[config.mk]
export PLATFORM = sky130hd
export DESIGN_NAME = tree_rr_arbiter
export DESIGN_NICKNAME = d
export VERILOG_FILES = /design/src/rtl/tree_arb_pkg.sv /design/src/rtl/tree_arb_node.sv /design/src/rtl/tree_rr_arbiter.sv
export SDC_FILE = /design/constraint.sdc
export NUM_CORES = 1
export LEC_CHECK = 0
export CAP_MARGIN = 20
export CORE_MARGIN = 8
export CORE_UTILIZATION = 49
export CTS_CLUSTER_SIZE = 12
export DETAILED_ROUTE_END_ITERATION = 7
export GPL_TIMING_DRIVEN = 0
export MAX_ROUTING_LAYER = met4
export PLACE_DENSITY = 0.78
export SYNTH_ARGS = -nofsm -noshare
export SYNTH_HDL_FRONTEND = slang
export SYNTH_SLANG_ARGS = --single-unit
[constraint.sdc]
create_clock -name clk -period 2.8 [get_ports clk]
set_clock_uncertainty 0.2 [all_clocks]
set_input_delay 0.56 -clock clk [delete_from_list [all_inputs] [get_ports clk]]
set_output_delay 0.56 -clock clk [all_outputs]
set_load 0.02 [all_outputs]
[src/rtl/tree_arb_pkg.sv]
// Shared types and elaboration-time sizing helpers for the binary-tree round-robin arbiter.
package tree_arb_pkg;

    typedef enum logic {
        IDLE  = 1'b0,
        GRANT = 1'b1
    } arb_state_e;

    function automatic int clog2(input int n);
        int r;
        r = 0;
        for (int v = 1; v < n; v = v << 1) begin
            r++;
        end
        return r;
    endfunction

    function automatic int idx_w(input int n);
        return (clog2(n) < 1) ? 1 : clog2(n);
    endfunction

    function automatic int levels(input int n);
        return idx_w(n);
    endfunction

    function automatic int npad(input int n);
        return 1 << idx_w(n);
    endfunction

endpackage

[src/rtl/tree_arb_node.sv]
// Two-input round-robin node: p=0 favours left, p=1 favours right; p flips only when a grant passes.
module tree_arb_node
    import tree_arb_pkg::*;
(
    input  logic clk,
    input  logic rst_n,
    input  logic req_l,
    input  logic req_r,
    input  logic upd_en,
    output logic win_l,
    output logic win_r,
    output logic req_up
);

    logic p_q, p_d;

    always_comb begin
        win_l  = req_l & (~req_r | ~p_q);
        win_r  = req_r & (~req_l | p_q);
        req_up = req_l | req_r;
        p_d    = p_q;
        // A left win hands priority to the right, a right win hands it back.
        if (upd_en) begin
            p_d = win_l;
        end
    end

    always_ff @(posedge clk or negedge rst_n) begin
        if (!rst_n) begin
            p_q <= 1'b0;
        end else begin
            p_q <= p_d;
        end
    end

endmodule

[src/rtl/tree_rr_arbiter.sv]
// N-requester tree round-robin arbiter with registered one-hot/index grant, grant hold and tenure limit.
module tree_rr_arbiter
    import tree_arb_pkg::*;
#(
    parameter  int NUM_REQ  = 8,
    parameter  int HOLD     = 1,
    parameter  int MAX_HOLD = 0,
    localparam int IDX_W    = idx_w(NUM_REQ)
) (
    input  logic               clk,
    input  logic               rst_n,
    input  logic               en,
    input  logic [NUM_REQ-1:0] req,
    output logic [NUM_REQ-1:0] gnt,
    output logic [IDX_W-1:0]   gnt_idx,
    output logic               gnt_vld
);

    localparam int LEVELS = levels(NUM_REQ);
    localparam int NPAD   = npad(NUM_REQ);
    localparam int CNT_W  = idx_w(MAX_HOLD + 2);

    arb_state_e         state_q, state_d;
    logic [NUM_REQ-1:0] gnt_q, gnt_d;
    logic [IDX_W-1:0]   gnt_idx_q, gnt_idx_d;
    logic               gnt_vld_q, gnt_vld_d;
    logic [CNT_W-1:0]   cnt_q, cnt_d;

    logic [NPAD-1:0]    req_pad, own_pad, others, arb_req, leaf_gnt;
    logic [IDX_W-1:0]   leaf_idx;
    logic               own_req, forced, rel, load_en;

    always_comb begin
        req_pad = '0;
        own_pad = '0;
        req_pad[NUM_REQ-1:0] = req;
        own_pad[NUM_REQ-1:0] = gnt_q;
    end

    assign own_req = req_pad[gnt_idx_q];
    assign forced  = (MAX_HOLD != 0) && (state_q == GRANT) && (cnt_q == CNT_W'(MAX_HOLD - 1));
    assign rel     = !en || !own_req || forced;
    assign others  = req_pad & ~own_pad;
    // On a forced release the owner sits out unless nobody else is asking.
    assign arb_req = (forced && (|others)) ? others : req_pad;

    for (genvar l = 0; l < LEVELS; l++) begin : g_lvl
        localparam int NN = 1 << l;
        logic [NN-1:0] req_up, gin, win_l, win_r, ch_l, ch_r;
        for (genvar k = 0; k < NN; k++) begin : g_node
            if (l == LEVELS - 1) begin : g_leaf
                assign ch_l[k]           = arb_req[2*k];
                assign ch_r[k]           = arb_req[2*k+1];
                assign leaf_gnt[2*k]     = gin[k] & win_l[k];
                assign leaf_gnt[2*k+1]   = gin[k] & win_r[k];
            end else begin : g_inner
                assign ch_l[k] = g_lvl[l+1].req_up[2*k];
                assign ch_r[k] = g_lvl[l+1].req_up[2*k+1];
            end
            if (l == 0) begin : g_root
                assign gin[k] = req_up[k];
            end else if (k % 2 == 0) begin : g_lchild
                assign gin[k] = g_lvl[l-1].gin[k/2] & g_lvl[l-1].win_l[k/2];
            end else begin : g_rchild
                assign gin[k] = g_lvl[l-1].gin[k/2] & g_lvl[l-1].win_r[k/2];
            end
            tree_arb_node u_node (
                .clk    (clk),
                .rst_n  (rst_n),
                .req_l  (ch_l[k]),
                .req_r  (ch_r[k]),
                .upd_en (load_en & gin[k]),
                .win_l  (win_l[k]),
                .win_r  (win_r[k]),
                .req_up (req_up[k])
            );
        end
    end

    always_comb begin
        leaf_idx = '0;
        for (int i = 0; i < NPAD; i++) begin
            if (leaf_gnt[i]) begin
                leaf_idx = leaf_idx | IDX_W'(i);
            end
        end
    end

    always_comb begin
        state_d   = state_q;
        gnt_d     = gnt_q;
        gnt_idx_d = gnt_idx_q;
        gnt_vld_d = gnt_vld_q;
        cnt_d     = cnt_q;
        load_en   = 1'b0;
        if (HOLD == 0) begin
            state_d = IDLE;
            if (en) begin
                load_en   = 1'b1;
                gnt_d     = leaf_gnt[NUM_REQ-1:0];
                gnt_vld_d = |arb_req;
                if (|arb_req) begin
                    gnt_idx_d = leaf_idx;
                end
            end else begin
                gnt_d     = '0;
                gnt_vld_d = 1'b0;
            end
        end else begin
            case (state_q)
                IDLE: begin
                    if (en && (|arb_req)) begin
                        load_en   = 1'b1;
                        gnt_d     = leaf_gnt[NUM_REQ-1:0];
                        gnt_idx_d = leaf_idx;
                        gnt_vld_d = 1'b1;
                        cnt_d     = '0;
                        state_d   = GRANT;
                    end else begin
                        gnt_d     = '0;
                        gnt_vld_d = 1'b0;
                    end
                end
                GRANT: begin
                    if (!rel) begin
                        if (cnt_q != '1) begin
                            cnt_d = cnt_q + 1'b1;
                        end
                    end else if (en && (|arb_req)) begin
                        // Re-arbitrate on release without an idle bubble.
                        load_en   = 1'b1;
                        gnt_d     = leaf_gnt[NUM_REQ-1:0];
                        gnt_idx_d = leaf_idx;
                        gnt_vld_d = 1'b1;
                        cnt_d     = '0;
                    end else begin
                        gnt_d     = '0;
                        gnt_vld_d = 1'b0;
                        state_d   = IDLE;
                    end
                end
                default: begin
                    state_d = IDLE;
                end
            endcase
        end
    end

    always_ff @(posedge clk or negedge rst_n) begin
        if (!rst_n) begin
            state_q   <= IDLE;
            gnt_q     <= '0;
            gnt_idx_q <= '0;
            gnt_vld_q <= 1'b0;
            cnt_q     <= '0;
        end else begin
            state_q   <= state_d;
            gnt_q     <= gnt_d;
            gnt_idx_q <= gnt_idx_d;
            gnt_vld_q <= gnt_vld_d;
            cnt_q     <= cnt_d;
        end
    end

    assign gnt     = gnt_q;
    assign gnt_idx = gnt_idx_q;
    assign gnt_vld = gnt_vld_q;

endmodule

==> out/qor.csv, run 1 <==
stage,metric,value,unit
sta,Worst Tran Pin Value,846,ps
sta,Max Clock Freq,378,MHz
routing,number of routed nets with antenna violations,0,
yosys,Post-Syn Area,0.00109,mm2
run_status,status,"complete, no violations",
routing,DR WL met2,1180,um
layout,most frequent cells in the layout,"clkdlybuf4s50_1, dfrtp_1, nand3_1",
layout,Filler cells,172,
clocking,Post-CTS Setup Inserts,0,
sta,final worst setup slack,156,ps
critical_path,r2r worst-path depth,5,
placement,HPWL Detailed,1890,um
critical_path,Arrival @ worst endpoint,2640,ps
critical_path,Worst Path Max Fanout,7,
yosys,post-synthesis sequential area ratio,0.461,
power_and_ir_drop,proportion of power drawn by flip-flops and latches,0.399,
yosys,Post-synth ARST share,1.00,
routing,Total Wirelength,2510,um
clocking,H-Tree Depth,1,
layout,"leading cell type in the layout, fill and taps excluded",clkdlybuf4s50_1,
clocking,"Reg clk slew, reported paths",110,ps
clocking,Post-CTS Hold Fix Bufs,0,
yosys,ys flop type,dfrtp_1,
routing,wire per inst,15.6,um
power_and_ir_drop,total power,0.00117,W
yosys,synth unique cells,40,
power_and_ir_drop,Psw,0.000448,W
layout,nets,145,
floorplanning,core region area,0.00215,mm2
placement,pre-CTS WS,-139,ps
worst_hold_path,Hold Crit Start,gnt[3],
global_routing,first-pass GRT wire length,4330,um
global_routing,Global Route Usage Sum,0.134,
sta,final hold slack,318,ps
yosys,Synth warnings,0,
power_and_ir_drop,clock share of power,0.144,
yosys,Seq cells post-synth,20,
critical_path,reg2reg setup slack,590,ps
power_and_ir_drop,Combinational Power Share,0.457,
layout,area grow syn2layout,25.9,%
routing,Routed met1 length,1110,um
sta,Slew headroom,0.434,
floorplanning,Die Span Y,63.1,um
sta,Tcrit/Tclk final,0.944,
routing,drt pass-1 iters,4,
worst_hold_path,Hold Crit Depth,2,
routing,DR vias/cell,6.25,
routing,routed via count,1007,
global_routing,total grt overflow,0,
power_and_ir_drop,Int Power,0.000724,W
power_and_ir_drop,peak supply drop,616,uV
sta,min cycle time layout,2640,ps
yosys,Mean Syn Cell Area,10.1,um2
floorplanning,starting density of the core,0.506,
clocking,clk_lat worst skew,300,ps
sta,setup violators final,0,
clocking,CTS tree,done,
sta,Final Hold Fails,0,
clocking,post-cts sizing count,0,
routing,top layer in use,met4,
yosys,post-synthesis cell count,108,
critical_path,Crit. End Element,flop,
power_and_ir_drop,Net Sw Frac,0.383,
layout,multi-input logic area,543,um2
critical_path,critical path startpoint category,input port,
power_and_ir_drop,Leakage,0.568,nW
placement,IO buf count,21,
clocking,root buf cell,clkbuf_4,
floorplanning,number of core rows,17,
routing,routed wl met3,175,um
routing,initial drt markers,44,
critical_path,reg-to-reg startpoint,gnt_idx[1],
layout,Seq. cell area,500,um2
sta,RSZ-0062 raised after global routing,false,
yosys,syn nets,119,
placement,Placed Area,0.00133,mm2
yosys,"EDFF count, synth",0,
critical_path,"Req. time, crit path",2800,ps
routing,DRC,0,
critical_path,WS Path Type,input port to flop,
power_and_ir_drop,power per cell area,857,mW/mm2
worst_hold_path,Worst Hold Class,flop to flop,
critical_path,R2R Path End,g_lvl[2].g_node[1].u_node.p_q,
flow_run,max-capacitance violation count,0,
floorplanning,die area,0.00398,mm2
worst_hold_path,Worst Hold Endpoint,gnt[3],
global_routing,initial antenna violation count,0,
clocking,clk sinks,20,
layout,share of cells above drive strength 1,0.105,
layout,antenna cells,0,
sta,Fin Setup TNS,0,ps
clocking,TritonCTS Buffers,3,
placement,GPL Wtd Cong,0.903,
floorplanning,die width,63.1,um
floorplanning,I/O pin count,23,
global_routing,pin count of the biggest net entering global routing,21,
sta,max-slew violations,0,
clocking,clock tree buffer depth,2,
global_routing,number of global-route vias before repair,952,
layout,Post-Layout Inst Area,0.00137,mm2
synthesized netlist by cell type, types with 2 or more instances:
library cell / instances / area share
a21oi_1: 3 / 0.014
a22o_1: 2 / 0.016
a31oi_1: 2 / 0.012
a32o_1: 2 / 0.018
dfrtp_1: 20 / 0.46
inv_1: 5 / 0.017
mux2_2: 3 / 0.031
nand2_1: 7 / 0.024
nand3_1: 15 / 0.069
nand3b_1: 2 / 0.014
nor2_1: 3 / 0.010
nor3_1: 2 / 0.0092
nor4_1: 2 / 0.012
o2111ai_1: 2 / 0.016
o211ai_1: 2 / 0.014
o21ai_0: 5 / 0.023
o22a_1: 3 / 0.024
o31ai_1: 6 / 0.041
power by group through the flow:
stage | sequential [W] | clock (W) | combinational, W
2_1_floorplan | 0.000504 | 0 | 0.000317
3_3_place_gp | 0.000466 | 0 | 0.000524
3_5_place_dp | 0.000470 | 0 | 0.000535
4_1_cts | 0.000466 | 0.000172 | 0.000539
5_1_grt | 0.000480 | 0.000185 | 0.000589
6_report | 0.000467 | 0.000169 | 0.000536
worst max-delay path, cell delays in order:
cell,delay [ps]
clkdlybuf4s50_1,520
or4_1,590
nand2_1,190
nand3_1,130
a21oi_1,270
mux2_2,370
worst max-delay path by stage:
stage                     from                       endpoint  slack, ps
floorplan           gnt_idx[0]  g_lvl[2].g_node[3].u_node.p_q        570
global placement        req[6]  g_lvl[2].g_node[1].u_node.p_q       -140
detailed placement      req[6]  g_lvl[2].g_node[1].u_node.p_q       -140
CTS                     req[6]  g_lvl[2].g_node[1].u_node.p_q        180
global route            req[6]  g_lvl[2].g_node[1].u_node.p_q         50
finish                  req[6]  g_lvl[2].g_node[1].u_node.p_q        160
kinds of logic after synthesis:
kind of cell,count (synthesis),share of synthesized area
AO/OA/AOI/OAI,35,0.240
buffers and inverters,9,0.0392
flip-flops,20,0.461
multiplexers,5,0.0611
AND/OR/NAND/NOR,39,0.199
flip-flops by register name, indices dropped and copies added (netlist names):
register / cells
gnt: 8
g_lvl.g_node.u_node.p_q: 7
state_q: 1
gnt_idx: 3
gnt_vld: 1
layout make-up:
class,count,share of cell area
plain buffers,4,0.0174
clock buffers,4,0.0265
inverters,5,0.0137
multi-input cells,79,0.397
flip-flops and latches,20,0.366
well taps,28,0.0256
repair buffers,21,0.154
metrics by stage:
stage | util | cells
after floorplan | - | 108
after global placement | 0.620 | 157
after detailed placement | 0.620 | 157
after CTS | 0.637 | 161
after global routing | 0.637 | 161
final | 0.637 | 161
metal layers:
metal  vias to the layer above  global-route usage
met1                       486               0.165
li1                        468                   -
met2                        46               0.210
met4                         0              0.0513
met3                         7              0.0300
met5                         -                   -
(Power assumes the default switching activity.)
==> run 2, diff against run 1 <==
--- a/config.mk
+++ b/config.mk
@@ -7,12 +7,12 @@
 export LEC_CHECK = 0
 export CAP_MARGIN = 20
 export CORE_MARGIN = 8
-export CORE_UTILIZATION = 49
+export CORE_UTILIZATION = 52
+export CTS_BUF_LIST = sky130_fd_sc_hd__clkbuf_4
 export CTS_CLUSTER_SIZE = 12
 export DETAILED_ROUTE_END_ITERATION = 7
-export GPL_TIMING_DRIVEN = 0
 export MAX_ROUTING_LAYER = met4
-export PLACE_DENSITY = 0.78
+export PLACE_DENSITY = 0.82
 export SYNTH_ARGS = -nofsm -noshare
 export SYNTH_HDL_FRONTEND = slang
 export SYNTH_SLANG_ARGS = --single-unit
==> out/qor.csv, run 2 (synthesized netlist as in run 1, its figures left out) <==
stage,metric,value,unit
run_status,status,"complete, no violations",
floorplanning,starting density of the core,0.554,
flow_run,max-capacitance violation count,0,
worst_hold_path,Hold Crit Start,gnt[7],
critical_path,Max stage delay on crit path,580,ps
clocking,post-cts sizing count,0,
sta,Max Clock Freq,422,MHz
worst_hold_path,Hold Crit Depth,2,
clocking,CTS tree,done,
sta,Tcrit/Tclk final,0.847,
placement,GPL Wtd Cong,0.965,
critical_path,CP startpoint,req[6],
sta,max-slew violations,0,
power_and_ir_drop,total power,0.00119,W
clocking,Post-CTS Hold Fix Bufs,0,
layout,Filler cells,160,
power_and_ir_drop,Leakage,0.606,nW
critical_path,R2R Path End,g_lvl[2].g_node[3].u_node.p_q,
clocking,clk_lat worst skew,310,ps
routing,wire per inst,17.7,um
critical_path,Arrival @ worst endpoint,2380,ps
critical_path,critical path startpoint category,input port,
routing,DR vias/cell,6.22,
layout,share of cells above drive strength 1,0.156,
sta,Worst Tran Pin Value,489,ps
routing,DRC,0,
global_routing,global-route track usage on met2,0.285,
global_routing,GR peak layer,met2,
routing,number of routed nets with antenna violations,0,
global_routing,initial antenna violation count,0,
clocking,"Reg clk slew, reported paths",120,ps
clocking,TritonCTS Buffers,3,
global_routing,number of global-route vias before repair,1006,
layout,antenna cells,0,
sta,Fin Setup TNS,0,ps
global_routing,total grt overflow,0,
clocking,Post-CTS Setup Inserts,0,
layout,area grow syn2layout,31.2,%
layout,"leading cell type in the layout, fill and taps excluded",clkdlybuf4s50_1,
global_routing,pin count of the biggest net entering global routing,21,
critical_path,WS Path Type,input port to flop,
floorplanning,I/O pin count,23,
clocking,root buf cell,clkbuf_4,
sta,min cycle time layout,2370,ps
clocking,clk sinks,20,
floorplanning,die area,0.00381,mm2
floorplanning,Die Span Y,61.7,um
global_routing,met1 usage,0.216,
sta,setup violators final,0,
sta,Final Hold Fails,0,
layout,most frequent cells in the layout,"clkdlybuf4s50_1, dfrtp_1, nand3_1",
sta,Slew headroom,0.671,
critical_path,reg-to-reg startpoint,gnt_idx[1],
placement,HPWL Detailed,2300,um
routing,initial drt markers,49,
critical_path,"slowest stage cell, crit path",or4_1,
placement,IO buf count,22,
global_routing,first-pass GRT wire length,4940,um
routing,Total Wirelength,2970,um
power_and_ir_drop,peak supply drop,593,uV
routing,drt pass-1 iters,4,
critical_path,r2r worst-path depth,5,
floorplanning,core region area,0.00196,mm2
clocking,H-Tree Depth,1,
critical_path,"Req. time, crit path",2810,ps
worst_hold_path,Worst Hold Class,flop to flop,
layout,Util after Layout,0.726,
layout,max reg flops,8,
critical_path,CP Capture Point,g_lvl[2].g_node[1].u_node.p_q,
routing,routed via count,1045,
sta,RSZ-0062 raised after global routing,false,
global_routing,Global Route Usage Sum,0.180,
critical_path,"Critical Path, Cell by Cell","clkdlybuf4s50_1, or4_1, nand2_1, nand3_1, a21oi_1, mux2_2",
global_routing,met3 GRT Util,0.0370,
power_and_ir_drop,power per cell area,837,mW/mm2
critical_path,Crit. End Element,flop,
floorplanning,number of core rows,16,
floorplanning,die width,61.7,um
critical_path,Worst Path Max Fanout,3,
critical_path,reg2reg setup slack,620,ps
layout,nets,153,
clocking,clock tree buffer depth,2,
[run 2: how the worst min path moves through the flow]
stage,slack [ps],endpoint
floorplan,60,g_lvl[0].g_node[0].u_node.p_q
global placement,290,gnt[0]
finish,320,gnt[7]
detailed placement,300,gnt[7]
CTS,320,gnt[7]
global route,350,g_lvl[2].g_node[0].u_node.p_q
[run 2: final cells by class]
type	count	area, um2	share of cell area
Sequential cell	20	500	0.351
Multi-Input combinational cell	79	543	0.381
Tap cell	27	33.8	0.0237
Clock buffer	3	22.5	0.0158
Inverter	5	18.8	0.0132
Timing Repair Buffer	33	303	0.212
Clock inverter	1	3.75	0.00263
[run 2: layer usage]
layer | vias up | part of all wire
met4 | 0 | 0.018
met5 | - | 0
li1 | 482 | -
met2 | 55 | 0.50
met3 | 7 | 0.073
met1 | 501 | 0.41
[run 2: metrics by stage]
stage | setup WS (ps) | hold slack [ps] | instances | cell area, um2
2_1_floorplan | 567 | 64.4 | 108 | 1090
3_3_place_gp | 139 | 289 | 164 | 1400
3_5_place_dp | 93.0 | 298 | 164 | 1400
4_1_cts | 431 | 323 | 168 | 1430
6_report | 428 | 318 | 168 | 1430
5_1_grt | 313 | 351 | 168 | 1430
[run 2: report_power, final]
group          internal (W)  switching (W)  total [W]
clock             0.0000521      0.0000916   0.000144
sequential         0.000380       0.000100   0.000480
combinational      0.000283       0.000287   0.000569
[run 2: critical path: cells and delay by family]
kind | cells | cell delay, ps
buf+inv | 1 | 450
compound gates | 1 | 200
simple gates | 3 | 820
mux | 1 | 350
